File: config.mk
export PLATFORM = sky130hd
export DESIGN_NAME = hba_reg_bank
export DESIGN_NICKNAME = d
export VERILOG_FILES = /design/src/rtl/hba_pkg.sv /design/src/rtl/hba_reg_bank.sv
export SDC_FILE = /design/constraint.sdc
export NUM_CORES = 1
export LEC_CHECK = 0
export BUFFER_PORTS_ARGS = -buffer_cell sky130_fd_sc_hd__buf_2
export CAP_MARGIN = 10
export CORE_ASPECT_RATIO = 1.5
export CORE_MARGIN = 2
export CORE_UTILIZATION = 40
export DETAILED_ROUTE_END_ITERATION = 12
export PLACE_DENSITY_LB_ADDON = 0.2
export SYNTH_ARGS = -nofsm -noshare
export SYNTH_HDL_FRONTEND = slang
export SYNTH_SLANG_ARGS = --single-unit
File: constraint.sdc
create_clock -name hba_clk -period 2 [get_ports hba_clk]
set_clock_uncertainty 0.1 [all_clocks]
set_input_delay 0.3 -clock hba_clk [delete_from_list [all_inputs] [get_ports hba_clk]]
set_output_delay 0.3 -clock hba_clk [all_outputs]
set_load 0.01 [all_outputs]
File: src/rtl/hba_pkg.sv
// Shared HBA bus definitions: widths, address field bounds, slave FSM states.
package hba_pkg;

  localparam int unsigned HBA_ABUS_W     = 12;
  localparam int unsigned HBA_DBUS_W     = 8;

  localparam int unsigned HBA_PERIPH_MSB = 11;
  localparam int unsigned HBA_PERIPH_LSB = 8;
  localparam int unsigned HBA_PERIPH_W   = HBA_PERIPH_MSB - HBA_PERIPH_LSB + 1;
  localparam int unsigned HBA_REG_MSB    = 7;
  localparam int unsigned HBA_REG_LSB    = 0;
  localparam int unsigned HBA_REG_W      = HBA_REG_MSB - HBA_REG_LSB + 1;

  typedef enum logic [1:0] {
    ST_IDLE = 2'd0,
    ST_ACK  = 2'd1,
    ST_HOLD = 2'd2
  } hba_state_e;

  // Bit offset of register i inside a flattened register vector
  function automatic int unsigned reg_slice(input int unsigned i);
    return i * HBA_DBUS_W;
  endfunction

endpackage

File: src/rtl/hba_reg_bank.sv
// HBA bus slave exposing a bank of 8-bit registers; one ack per transfer,
// registered read data that is zero outside the ack cycle of a read.
module hba_reg_bank
  import hba_pkg::*;
#(
  parameter logic [HBA_PERIPH_W-1:0] PERIPH_ADDR = 4'd0,
  parameter int unsigned             NUM_REGS    = 4,
  parameter logic [15:0]             REG_WR_MASK = 16'h000F
) (
  input  logic                           hba_clk,
  input  logic                           hba_resetn,
  input  logic [HBA_ABUS_W-1:0]          hba_abus,
  input  logic                           hba_rnw,
  input  logic [HBA_DBUS_W-1:0]          hba_dbus,
  output logic                           slv_xferack,
  output logic [HBA_DBUS_W-1:0]          slv_dbus,
  output logic [HBA_DBUS_W*NUM_REGS-1:0] slv_reg_out,
  input  logic [HBA_DBUS_W*NUM_REGS-1:0] slv_reg_in,
  output logic [NUM_REGS-1:0]            slv_wr_strobe
);

  localparam int unsigned IDX_W  = (NUM_REGS > 1) ? $clog2(NUM_REGS) : 1;
  localparam int unsigned BANK_W = HBA_DBUS_W * NUM_REGS;

  hba_state_e              state_q, state_d;
  logic                    xferack_q, xferack_d;
  logic [HBA_DBUS_W-1:0]   dbus_q, dbus_d;
  logic [NUM_REGS-1:0]     strobe_q, strobe_d;
  logic [BANK_W-1:0]       bank_q, bank_d;

  logic                    sel_c;
  logic [HBA_REG_W-1:0]    idx_c;
  logic [HBA_DBUS_W-1:0]   rd_data_c;

  // Address decode: our peripheral field and a non-idle bus
  always_comb begin
    sel_c = (hba_abus[HBA_PERIPH_MSB:HBA_PERIPH_LSB] == PERIPH_ADDR) &&
            (hba_abus != '0);
    idx_c = hba_abus[HBA_REG_MSB:HBA_REG_LSB];
  end

  // Read mux: bank for writable slots, live input for read-only, 0 if out of range
  always_comb begin
    rd_data_c = '0;
    for (int unsigned i = 0; i < NUM_REGS; i++) begin
      if (idx_c == HBA_REG_W'(i)) begin
        if (REG_WR_MASK[4'(i)]) begin
          rd_data_c = bank_q[reg_slice(i) +: HBA_DBUS_W];
        end else begin
          rd_data_c = slv_reg_in[reg_slice(i) +: HBA_DBUS_W];
        end
      end
    end
  end

  // Transfer FSM: capture/perform the access on entry to ACK, then wait for release
  always_comb begin
    state_d   = state_q;
    xferack_d = 1'b0;
    dbus_d    = '0;
    strobe_d  = '0;
    bank_d    = bank_q;
    case (state_q)
      ST_IDLE: begin
        if (sel_c) begin
          state_d   = ST_ACK;
          xferack_d = 1'b1;
          if (hba_rnw) begin
            dbus_d = rd_data_c;
          end else begin
            for (int unsigned i = 0; i < NUM_REGS; i++) begin
              if ((idx_c == HBA_REG_W'(i)) && REG_WR_MASK[4'(i)]) begin
                bank_d[reg_slice(i) +: HBA_DBUS_W] = hba_dbus;
                strobe_d[IDX_W'(i)]                = 1'b1;
              end
            end
          end
        end
      end
      ST_ACK: begin
        state_d = ST_HOLD;
      end
      ST_HOLD: begin
        if (!sel_c) begin
          state_d = ST_IDLE;
        end
      end
      default: begin
        state_d = ST_IDLE;
      end
    endcase
  end

  // State and output registers
  always_ff @(posedge hba_clk or negedge hba_resetn) begin
    if (!hba_resetn) begin
      state_q   <= ST_IDLE;
      xferack_q <= 1'b0;
      dbus_q    <= '0;
      strobe_q  <= '0;
      bank_q    <= '0;
    end else begin
      state_q   <= state_d;
      xferack_q <= xferack_d;
      dbus_q    <= dbus_d;
      strobe_q  <= strobe_d;
      bank_q    <= bank_d;
    end
  end

  // Register outputs; read-only slots read back as zero
  always_comb begin
    slv_reg_out = '0;
    for (int unsigned i = 0; i < NUM_REGS; i++) begin
      if (REG_WR_MASK[4'(i)]) begin
        slv_reg_out[reg_slice(i) +: HBA_DBUS_W] = bank_q[reg_slice(i) +: HBA_DBUS_W];
      end
    end
  end

  always_comb begin
    slv_xferack   = xferack_q;
    slv_dbus      = dbus_q;
    slv_wr_strobe = strobe_q;
  end

endmodule

# After elaboration in Yosys (flattened, before gate mapping)

Index checks and enable logic that the tools add are counted.

Register bits after elaboration: 47
Bits in latches: 0
Memory bits (writable): 0
ROM bits: 0
Output and inout port bits: 45
Logic and storage cells: 45
Memories kept: 0

Add/sub/neg operators: 0
$mul: 0
Divide/modulo/power cells: 0
Order comparisons: 0
Equal/unequal tests: 7
Shift operators: 0
Muxes and demuxes: 19
Bitwise operators: 1
Reductions and logical operators: 10

Operators with widths:

| cell                                                | count |
|---|---|
| 2-to-1 mux 8 bit                                    | 7 |
| equality test 8 x 2 -> 1 bit, second input constant | 2 |
| AND reduction 4 bit                                 | 4 |
| 2-to-1 mux 4 bit                                    | 3 |
| nonzero test 12 bit                                 | 1 |
| equality test 8 x 1 -> 1 bit, second input constant | 1 |
| zero test 8 bit                                     | 1 |
| 2-to-1 mux 1 bit                                    | 6 |
| case mux 2 bit (3 select lines)                     | 1 |
| zero test 4 bit                                     | 1 |
| 2-to-1 mux 2 bit                                    | 2 |
| != test 2 bit, second input constant                | 2 |
| equality test 2 x 1 -> 1 bit, second input constant | 1 |
| equality test 2 bit, second input constant          | 1 |
| zero test 2 bit                                     | 1 |
| AND reduction 2 bit                                 | 1 |
| logical AND 1 bit                                   | 1 |
| inverter 1 bit                                      | 1 |

# Logic depth before layout (Yosys ltp)

Gate-level depths: netlist (run 1).

Depth after elaboration: 8
Gate-level depth with buffers: 5
Gate-level depth less buffers: 4

# Least setup slack after synthesis (run 1)

Ideal clock, no wire load.

Kind: register to register
From: reg state_q[1]
To: reg bank_q[16] (netlist: slv_reg_out[16])
Setup time: 125 ps
Data arrival time: 1745 ps
Path slack: 30 ps
Cell stages (with the launch flop): 5
Clock period less this slack: 1970 ps
Cells stage by stage: dfrtp_1 -> nor3_1 -> nand4_2 -> nor4b_4 -> mux2_2

Longest elaborated chain between the ends: 2

RTL lines:

| item                          | line                | text |
|---|---|---|
| start: declaration            | hba_reg_bank.sv:25  | `hba_state_e state_q, state_d;` |
| start signal: assignment      | hba_reg_bank.sv:103 | `state_q <= state_d;` |
| zero test 2 bit               | hba_reg_bank.sv:63  | `case (state_q)` |
| AND reduction 4 bit (no line) | --                  |  |
| end signal: assignment        | hba_reg_bank.sv:107 | `bank_q <= bank_d;` |
| end: declaration              | hba_reg_bank.sv:29  | `logic [BANK_W-1:0] bank_q, bank_d;` |

Every way passes these cells.
A chain may end at the register's enable or synchronous reset.

# Final worst setup path (run 1)

From: reg state_q[0]
To: reg bank_q[15] (netlist: slv_reg_out[15])

Same word-level chain as after synthesis.

==> metrics.yaml, run 1 <==
outcome: "finished clean"
die_y_um: 88.0
syn-num-nets: 174
dieWidth_um: 60.0
port_buffers: 67
fmaxAchievable_mhz: 526
hp-class: "primary input to register"
synth_area_leaders: "dfrtp_1 62%, mux2_2 14%, mux4_2 9.6%, nor2b_1 2.7%, nor4b_4 2.5%"
layout_common_cells: "67 x buf_2, 47 x dfrtp_1, 23 x mux2_2"
drive_above_1_share: 0.636
fin_nets: 249
syn_to_final_growth_pct: 32.7
setup_viol: 0
synth_area_leader_cell: "dfrtp_1"
ys_seq_area_frac: 0.625
clockRootBuffer: "clkbuf_8"
synth_top_area_frac: 0.625
cp.arrival_ns: 1.97
drtIter0Drc: 40
cts_buffers: 5
firstDrtPassIters: 5
diodes: 0
grt_pass1_wl_mm: 6.01
rrSetupSlack_ns: 0.1
ir_drop_v: 0.000411
hold_viol: 0
synth.distinct_cells: 20
top_level_ports: 100
via_count: 1225
clk_pin_slew_ns: 0.09
finalPower_mw: 1.76
routed_wl_mm: 3.90
worstSetupEndpointType: "register"
antenna_found_initial: 0
gp_congestion: 0.721
ant_nets: 0
overflow: 0
h-tree-depth: 2
clock-sinks: 47
cts_buffer_depth: 2
power_density_nw_per_um2: 703
route.detailed.drc: 0
yosysWarningCount: 0
p_leak_nw: 1.36
fin_ws_ns: 0.0994
path_max_fanout: 4
final_common_cell: "buf_2"
num_rows: 30
synth_seq_cells: 47
core-area_sq_um: 4540
fin_crit_ns: 1.90
vias_per_cell: 4.73
start_kind: "register"
critPathRequiredTime_ns: 2.07
grt_use_total: 0.159
period_share: 0.950
avgSynthCellArea_sq_um: 15.8
crit_type: "register to register"
dieArea_sq_um: 5280
postSynthCellCount: 119
place_ws_ns: -0.0905
dp_hpwl_mm: 2.88
drv_slew: 0
start_util: 0.415
grt_max_degree: 48
worstSkewPairLatency_ns: 0.29
num-fill-cells: 389
drv_cap: 0
cts_tree: "built"
grt_pass1_vias: 1227
wl_per_cell_um: 15.1
syn-cell-area_sq_um: 1880
-- per-stage QoR --
stage	instance area (sq um)	util	std cells	setup TNS [ns]	hold slack [ns]
2_1_floorplan	1880	-	119	0	-0.0956
6_report	2500	0.550	259	0	0.153
5_1_grt	2500	0.550	259	-0.0310	0.149
3_5_place_dp	2340	0.516	249	-1.03	0.205
3_3_place_gp	2340	0.516	249	-0.597	0.191
4_1_cts	2480	0.545	258	0	0.148
-- metal layers --
layer,GRT usage,vias to the layer above,share of wire
met1,0.194,611,0.40
met5,0,-,0
met4,0.0545,0,0.012
met2,0.272,48,0.53
li1,-,562,-
met3,0.0384,4,0.052
-- cell type report --
cell class / count / area [sq um] / area share
sequential: 47 / 1180 / 0.471
multi-input combinational: 59 / 677 / 0.271
timing repair buffer: 79 / 440 / 0.176
clock buffer: 6 / 82.6 / 0.0330
tap: 64 / 80.1 / 0.0320
clock inverter: 2 / 35.0 / 0.0140
inverter: 2 / 7.51 / 0.00300
-- logic make-up (layout without fill, tap and decap cells) --
family,after synthesis,after routing,share of synthesized area
muxes,32,32,0.239
AOI/OAI and AO/OA,2,2,0.00598
and+or+nand+nor,24,24,0.102
buffers and inverters,13,89,0.0266
other,1,1,0.00199
DFF,47,47,0.625
-- Yosys cell counts (all sizes together) --
cell and instances:
inv 2, o22ai 1, nor4b 2, nor4 1, nand2 3, o21ai 1, nor3 4, dfrtp 47
mux4 8, nand4 2, or2 1, clkbuf 10, mux2 24, nor2b 8, nor2 3, buf 1
conb 1
-- where the power goes --
part	internal, mW	leakage [nW]	switching [mW]	total, mW
clock	0.404	0.0612	0.298	0.702
sequential	0.954	0.654	0.00290	0.957
combinational	0.0413	0.646	0.0562	0.0976
total	1.40	1.36	0.357	1.76
-- what timing repair did --
| item | 4_1_cts | 5_1_grt |
|---|---|---|
| hold endpoints to repair | 47 | 0 |
| hold buffers | 1 | 0 |
| resized for setup | 1 | 2 |
| setup buffers | 0 | 1 |
| cloned | 0 | 0 |
| setup endpoints to repair | 16 | 23 |
| pin swaps | 1 | 0 |
-- state kept, by name (all words and copies together) (netlist names) --
register       flops
slv_reg_out       32
slv_dbus           8
slv_wr_strobe      4
state_q            2
slv_xferack        1
-- path summary, 6_finish.rpt --
kind	start	end	cells past startpoint
hold reg to reg	slv_reg_out[2]$_DFFE_PN0P_	slv_reg_out[2]$_DFFE_PN0P_	0
min in group asynchronous	hba_resetn	slv_dbus[2]$_DFF_PN0_	3
setup / recovery	state_q[0]$_DFFE_PN0P_	slv_reg_out[15]$_DFFE_PN0P_	5
setup reg to reg	state_q[0]$_DFFE_PN0P_	slv_reg_out[15]$_DFFE_PN0P_	5
hold / removal	hba_dbus[2]	slv_reg_out[18]$_DFFE_PN0P_	2
max in group asynchronous	hba_resetn	slv_reg_out[3]$_DFFE_PN0P_	3
-- worst max-delay path: stages, from the launching register on --
cell,delay (ns)
dfrtp_1,0.42
nor3_4,0.25
nand4_4,0.17
nor4b_4,0.31
buf_4,0.20
mux2_2,0.34
Power figures use the tool's default switching activity.
==> inputs of run 2 (changes only) <==
--- a/config.mk
+++ b/config.mk
@@ -13,4 +13,5 @@
 export DETAILED_ROUTE_END_ITERATION = 12
 export PLACE_DENSITY_LB_ADDON = 0.2
+export SETUP_SLACK_MARGIN = 0.5
 export SYNTH_ARGS = -nofsm -noshare
 export SYNTH_HDL_FRONTEND = slang
--- a/constraint.sdc
+++ b/constraint.sdc
@@ -3,3 +3,3 @@
 set_input_delay 0.3 -clock hba_clk [delete_from_list [all_inputs] [get_ports hba_clk]]
 set_output_delay 0.3 -clock hba_clk [all_outputs]
-set_load 0.01 [all_outputs]
+set_load 0.05 [all_outputs]
==> metrics.yaml, run 2 (synthesized netlist as in run 1, its figures left out) <==
cts_buffers: 5  # unchanged
place_ws_ns: -0.0829  # +0.00762 ns
fmaxAchievable_mhz: 538  # +2.3%
rsz0062_at_grt: "yes"
grt_max_degree: 48  # unchanged
num-fill-cells: 380  # -2.3%
timing.rr.end: "slv_reg_out[21]$_DFFE_PN0P_"
final_common_cell: "buf_2"
swShare: 0.201  # -0.00247
num_rows: 30  # unchanged
drv_slew: 0  # unchanged
rr_startpoint: "state_q[1]$_DFFE_PN0P_"
rrSetupSlack_ns: 0.14  # +0.04 ns
cpMaxStageDelayCell: "dfrtp_1"
combPwrFrac: 0.059  # +0.003
period_share: 0.929  # -0.0212
drtIter0Drc: 8  # -80%
clock-sinks: 47  # unchanged
drv_cap: 0  # unchanged
multi_input_area_sq_um: 769  # +14%
setup_viol: 0  # unchanged
die_y_um: 88.0  # unchanged
dieArea_sq_um: 5280  # unchanged
routed_wl_mm: 4.13  # +5.8%
cts_tree: "built"
worstSkewPairLatency_ns: 0.29  # about the same
crit_path_cell_trace: "nor3_4 > nand4_4 > nor4b_4 > buf_4 > mux2_2"
grt_use_total: 0.168  # +0.00907
clockPowerShare: 0.429  # +0.029
worstSetupEndpointType: "register"
ant_nets: 0  # unchanged
path_max_fanout: 4  # unchanged
dieWidth_um: 60.0  # unchanged
firstDrtPassIters: 3  # -2
antenna_found_initial: 0  # unchanged
p_leak_nw: 1.40  # +2.9%
layout_common_cells: "67 x buf_2, 47 x dfrtp_1, 21 x mux2_4"
overflow: 0  # unchanged
p_int_mw: 1.49  # +6.8%
violations: "hold timing"
hp-class: "primary input to async pin"
route.detailed.drc: 0  # unchanged
cp.arrival_ns: 1.93  # -0.04 ns
start_kind: "register"
clk_pin_slew_ns: 0.08  # about the same
slew-limit-headroom: 0.608
crit_start: "state_q[1]$_DFFE_PN0P_"
ir_drop_v: 0.000456  # +11%
via_count: 1229  # +0.33%
start_util: 0.415  # unchanged
drive_above_1_share: 0.643  # +0.00696
largest_register_ff_count: 32  # unchanged
vias_per_cell: 4.73  # about the same
rr_worst_depth: 5  # unchanged
worstMarginPinSlew_ns: 0.588
hold_buffers: 0  # -1
diodes: 0  # unchanged
clockRootBuffer: "clkbuf_8"
fin_nets: 250  # +0.40%
syn_to_final_growth_pct: 38.8
cpPeakStageDelay_ns: 0.42  # about the same
h-tree-depth: 2  # unchanged
hold_viol: 13  # +13
seq_area_sq_um: 1180  # unchanged
port_buffers: 67  # unchanged
power_density_nw_per_um2: 715  # +1.8%
fin_ws_ns: 0.142  # +0.0424 ns
core-area_sq_um: 4540  # unchanged
outcome: "finished with violations"
dp_hpwl_mm: 2.96  # +2.7%
whs_ns: -0.00318  # -0.156 ns
grt_pass1_vias: 1265  # +3.1%
grt_pass1_wl_mm: 6.44  # +7.1%
critPathRequiredTime_ns: 2.08  # about the same
gp_congestion: 0.743  # +3.0%
top_level_ports: 100  # unchanged
power_frac_seq: 0.512  # -0.033
cts_buffer_depth: 2  # unchanged
fin_crit_ns: 1.86  # -0.0424 ns
crit_type: "register to register"
power_switching_mw: 0.375  # +5.1%
wl_per_cell_um: 15.9  # +5.4%
## run 2: worst max-delay path: cells and delay by family (launching register included)
family                 cells  cell delay (ns)
and+or+nand+nor            3             0.70
muxes                      1             0.33
buffers and inverters      1             0.19
DFF                        1             0.42
## run 2: final cells by class
cell class | count | area share
Multi-Input combinational cell | 59 | 0.294
Clock buffer | 6 | 0.0278
Sequential cell | 47 | 0.450
Clock inverter | 2 | 0.0230
Timing Repair Buffer | 80 | 0.171
Inverter | 2 | 0.00287
Tap cell | 64 | 0.0306
## run 2: what timing repair did
action	4_1_cts	5_1_grt
buffers inserted	3	1
pin swaps	4	0
gates resized for setup	14	1
setup endpoints to repair	34	35
## run 2: how the worst max path moves through the flow
stage | endpoint | cells past startpoint
floorplan | slv_reg_out[16]$_DFFE_PN0P_ | 4
global placement | slv_reg_out[17]$_DFFE_PN0P_ | 6
detailed placement | slv_reg_out[17]$_DFFE_PN0P_ | 6
CTS | slv_reg_out[21]$_DFFE_PN0P_ | 5
global route | slv_reg_out[21]$_DFFE_PN0P_ | 5
finish | slv_reg_out[21]$_DFFE_PN0P_ | 5
## run 2: power groups by stage
stage	Clock [mW]	Combinational, mW	Sequential, mW
2_1_floorplan	0	0.0298	0.988
4_1_cts	0.824	0.111	0.957
3_5_place_dp	0	0.106	0.976
3_3_place_gp	0	0.103	0.976
6_report	0.802	0.110	0.957
5_1_grt	0.860	0.121	0.958
## run 2: layer usage
| metal | vias to the layer above | global-route usage | part of all wire |
|---|---|---|---|
| li1 | 562 | - | - |
| met1 | 620 | 0.200 | 0.39 |
| met2 | 43 | 0.292 | 0.54 |
| met3 | 4 | 0.0384 | 0.053 |
| met4 | 0 | 0.0606 | 0.013 |
| met5 | - | 0 | 0 |
## run 2: metrics by stage
step                total power, mW   util  cell area [sq um]  std cells  setup TNS, ns
floorplan                      1.02      -               1970        119              0
global placement               1.08  0.528               2400        248         -0.230
detailed placement             1.08  0.528               2400        248         -0.554
CTS                            1.89  0.573               2600        259              0
global route                   1.94  0.575               2610        260              0
finish                         1.87  0.575               2610        260              0
==> inputs of run 3 (changes only) <==
--- a/config.mk
+++ b/config.mk
@@ -9,5 +9,4 @@
 export CAP_MARGIN = 10
 export CORE_ASPECT_RATIO = 1.5
-export CORE_MARGIN = 2
 export CORE_UTILIZATION = 40
 export DETAILED_ROUTE_END_ITERATION = 12
==> constraint.sdc (replaced) <==
create_clock -name hba_clk -period 2 [get_ports hba_clk]
set_clock_uncertainty 0.1 [all_clocks]
set_input_delay 0.4 -clock hba_clk [delete_from_list [all_inputs] [get_ports hba_clk]]
set_output_delay 0.4 -clock hba_clk [all_outputs]
set_load 0.05 [all_outputs]
==> metrics.yaml, run 3 (synthesized netlist as in run 1, its figures left out) <==
outcome: "finished with violations"
violations: "DRC"
dieArea_sq_um: 4990  # -5.5%
layout.cells.non_filler: 242  # -6.9%
grt_pass1_vias: 1290  # +2.0%
grt_use_total: 0.179  # +0.0108
cpMaxStageDelayCell: "dfrtp_1"
rsz0062_at_grt: "yes"
whs_path_depth: 2
crit_type: "register to register"
p_int_mw: 1.36  # -8.8%
dp_hpwl_mm: 2.94  # -0.42%
drv_cap: 0  # unchanged
worstSkewPairLatency_ns: 0.29  # about the same
clockRootBuffer: "clkbuf_8"
drtIter0Drc: 55  # +47
drv_slew: 0  # unchanged
cts_tree: "built"
setup_viol: 0  # unchanged
vias_per_cell: 5.08  # +7.5%
fin_crit_ns: 1.85  # -0.0125 ns
power_frac_seq: 0.554  # +0.042
cp_top_family: "simple AND/OR/NAND/NOR gates"
grt_pass1_wl_mm: 6.46  # +0.33%
crit_path_cell_trace: "nor3_4 > nand4_4 > buf_4 > nor3_4 > buf_6 > mux2_4"
fin_nets: 249  # -0.40%
period_share: 0.923  # -0.00625
worstSetupEndpointType: "register"
h-tree-depth: 2  # unchanged
die_y_um: 86.0  # -2.3%
power_switching_mw: 0.365  # -2.7%
cts_buffer_depth: 2  # unchanged
routed_wl_mm: 4.05  # -1.9%
hold_viol: 0  # -13
wl_per_cell_um: 16.7  # +5.4%
syn_to_final_growth_pct: 37.1
tns_ns: 0  # unchanged
gp_congestion: 0.719  # -3.2%
placedCellCount: 232  # -6.5%
top_level_ports: 100  # unchanged
drive_above_1_share: 0.644  # +0.00147
antenna_found_initial: 0  # unchanged
hp-class: "primary input to register"
fmaxAchievable_mhz: 542  # +0.68%
path_depth: 6  # +1
path_common_cell: "nor3_4"
power_density_nw_per_um2: 670  # -6.4%
critPathRequiredTime_ns: 2.08  # about the same
via_count: 1230  # +0.081%
rr_worst_depth: 6  # +1
num_rows: 30  # unchanged
core-area_sq_um: 4500  # -0.83%
port_buffers: 67  # unchanged
start_util: 0.418  # +0.00346
route.detailed.drc: 4  # +4
p_leak_nw: 1.38  # -1.6%
clockPowerShare: 0.381  # -0.048
largest_register_ff_count: 32  # unchanged
dieWidth_um: 58.0  # -3.3%
clock-sinks: 47  # unchanged
cpPeakStageDelay_ns: 0.41  # about the same
final_common_cell: "buf_2"
diodes: 0  # unchanged
start_kind: "register"
overflow: 0  # unchanged
firstDrtPassIters: 8  # +5
combPwrFrac: 0.065  # +0.006
cp.arrival_ns: 1.92  # about the same
num-fill-cells: 375  # -1.3%
swShare: 0.211  # +0.0105
clk_pin_slew_ns: 0.08  # about the same
ant_nets: 0  # unchanged
cts_buffers: 5  # unchanged
fin_util: 0.573  # -0.00243
path_max_fanout: 5  # +1
crit_buf_inv: 2  # +1
layout_common_cells: "64 x buf_2, 47 x dfrtp_1, 21 x mux2_4"
grt_max_degree: 48  # unchanged
ir_drop_v: 0.000431  # -5.4%
-- run 3: worst paths after layout --
check | start | slack (ns) | endpoint
worst max-delay path | state_q[1]$_DFFE_PN0P_ | 0.15 | slv_reg_out[25]$_DFFE_PN0P_
worst min-delay path | hba_dbus[0] | 0.27 | slv_reg_out[24]$_DFFE_PN0P_
worst max register to register | state_q[1]$_DFFE_PN0P_ | 0.15 | slv_reg_out[25]$_DFFE_PN0P_
worst min register to register | slv_reg_out[0]$_DFFE_PN0P_ | 0.30 | slv_reg_out[0]$_DFFE_PN0P_
max in group asynchronous | hba_resetn | 1.07 | slv_dbus[1]$_DFF_PN0_
min in group asynchronous | hba_resetn | 0.51 | slv_reg_out[0]$_DFFE_PN0P_
-- run 3: final cells by class --
| class | count | area, sq um | share of cell area |
|---|---|---|---|
| clock buffer | 6 | 72.6 | 0.0281 |
| sequential | 47 | 1180 | 0.456 |
| multi-input combinational | 59 | 772 | 0.299 |
| tap | 48 | 60.1 | 0.0233 |
| timing repair buffer | 79 | 463 | 0.179 |
| clock inverter | 1 | 30.0 | 0.0116 |
| inverter | 2 | 7.51 | 0.00291 |
-- run 3: per-layer routing --
metal	share of wire	track usage	vias to the layer above	wire length (um)
li1	-	-	562	-
met1	0.40	0.212	614	1620
met2	0.53	0.305	48	2130
met3	0.057	0.0483	6	232
met4	0.017	0.0714	0	70
met5	0	0	-	0
-- run 3: power groups by stage --
stage	Sequential [mW]	Combinational, mW	Clock (mW)
6_report	0.957	0.113	0.659
4_1_cts	0.957	0.115	0.689
3_5_place_dp	0.976	0.110	0
5_1_grt	0.958	0.124	0.723
3_3_place_gp	0.975	0.106	0
2_1_floorplan	0.988	0.0291	0
-- run 3: what timing repair did --
item	in CTS	in global routing
hold buffers	1	0
pin swaps	4	0
setup endpoints to repair	34	38
resized for setup	14	6
hold endpoints to repair	47	0
setup buffers	2	0
-- run 3: per-stage QoR --
step | hold WS (ns) | power (mW) | area (sq um) | setup WS, ns
after floorplan | 0.00441 | 1.02 | 1960 | -0.0346
after global placement | 0.279 | 1.08 | 2380 | -0.142
after detailed placement | 0.285 | 1.09 | 2380 | -0.176
after CTS | 0.256 | 1.76 | 2560 | 0.165
after global routing | 0.257 | 1.80 | 2580 | 0.0828
final | 0.266 | 1.73 | 2580 | 0.154
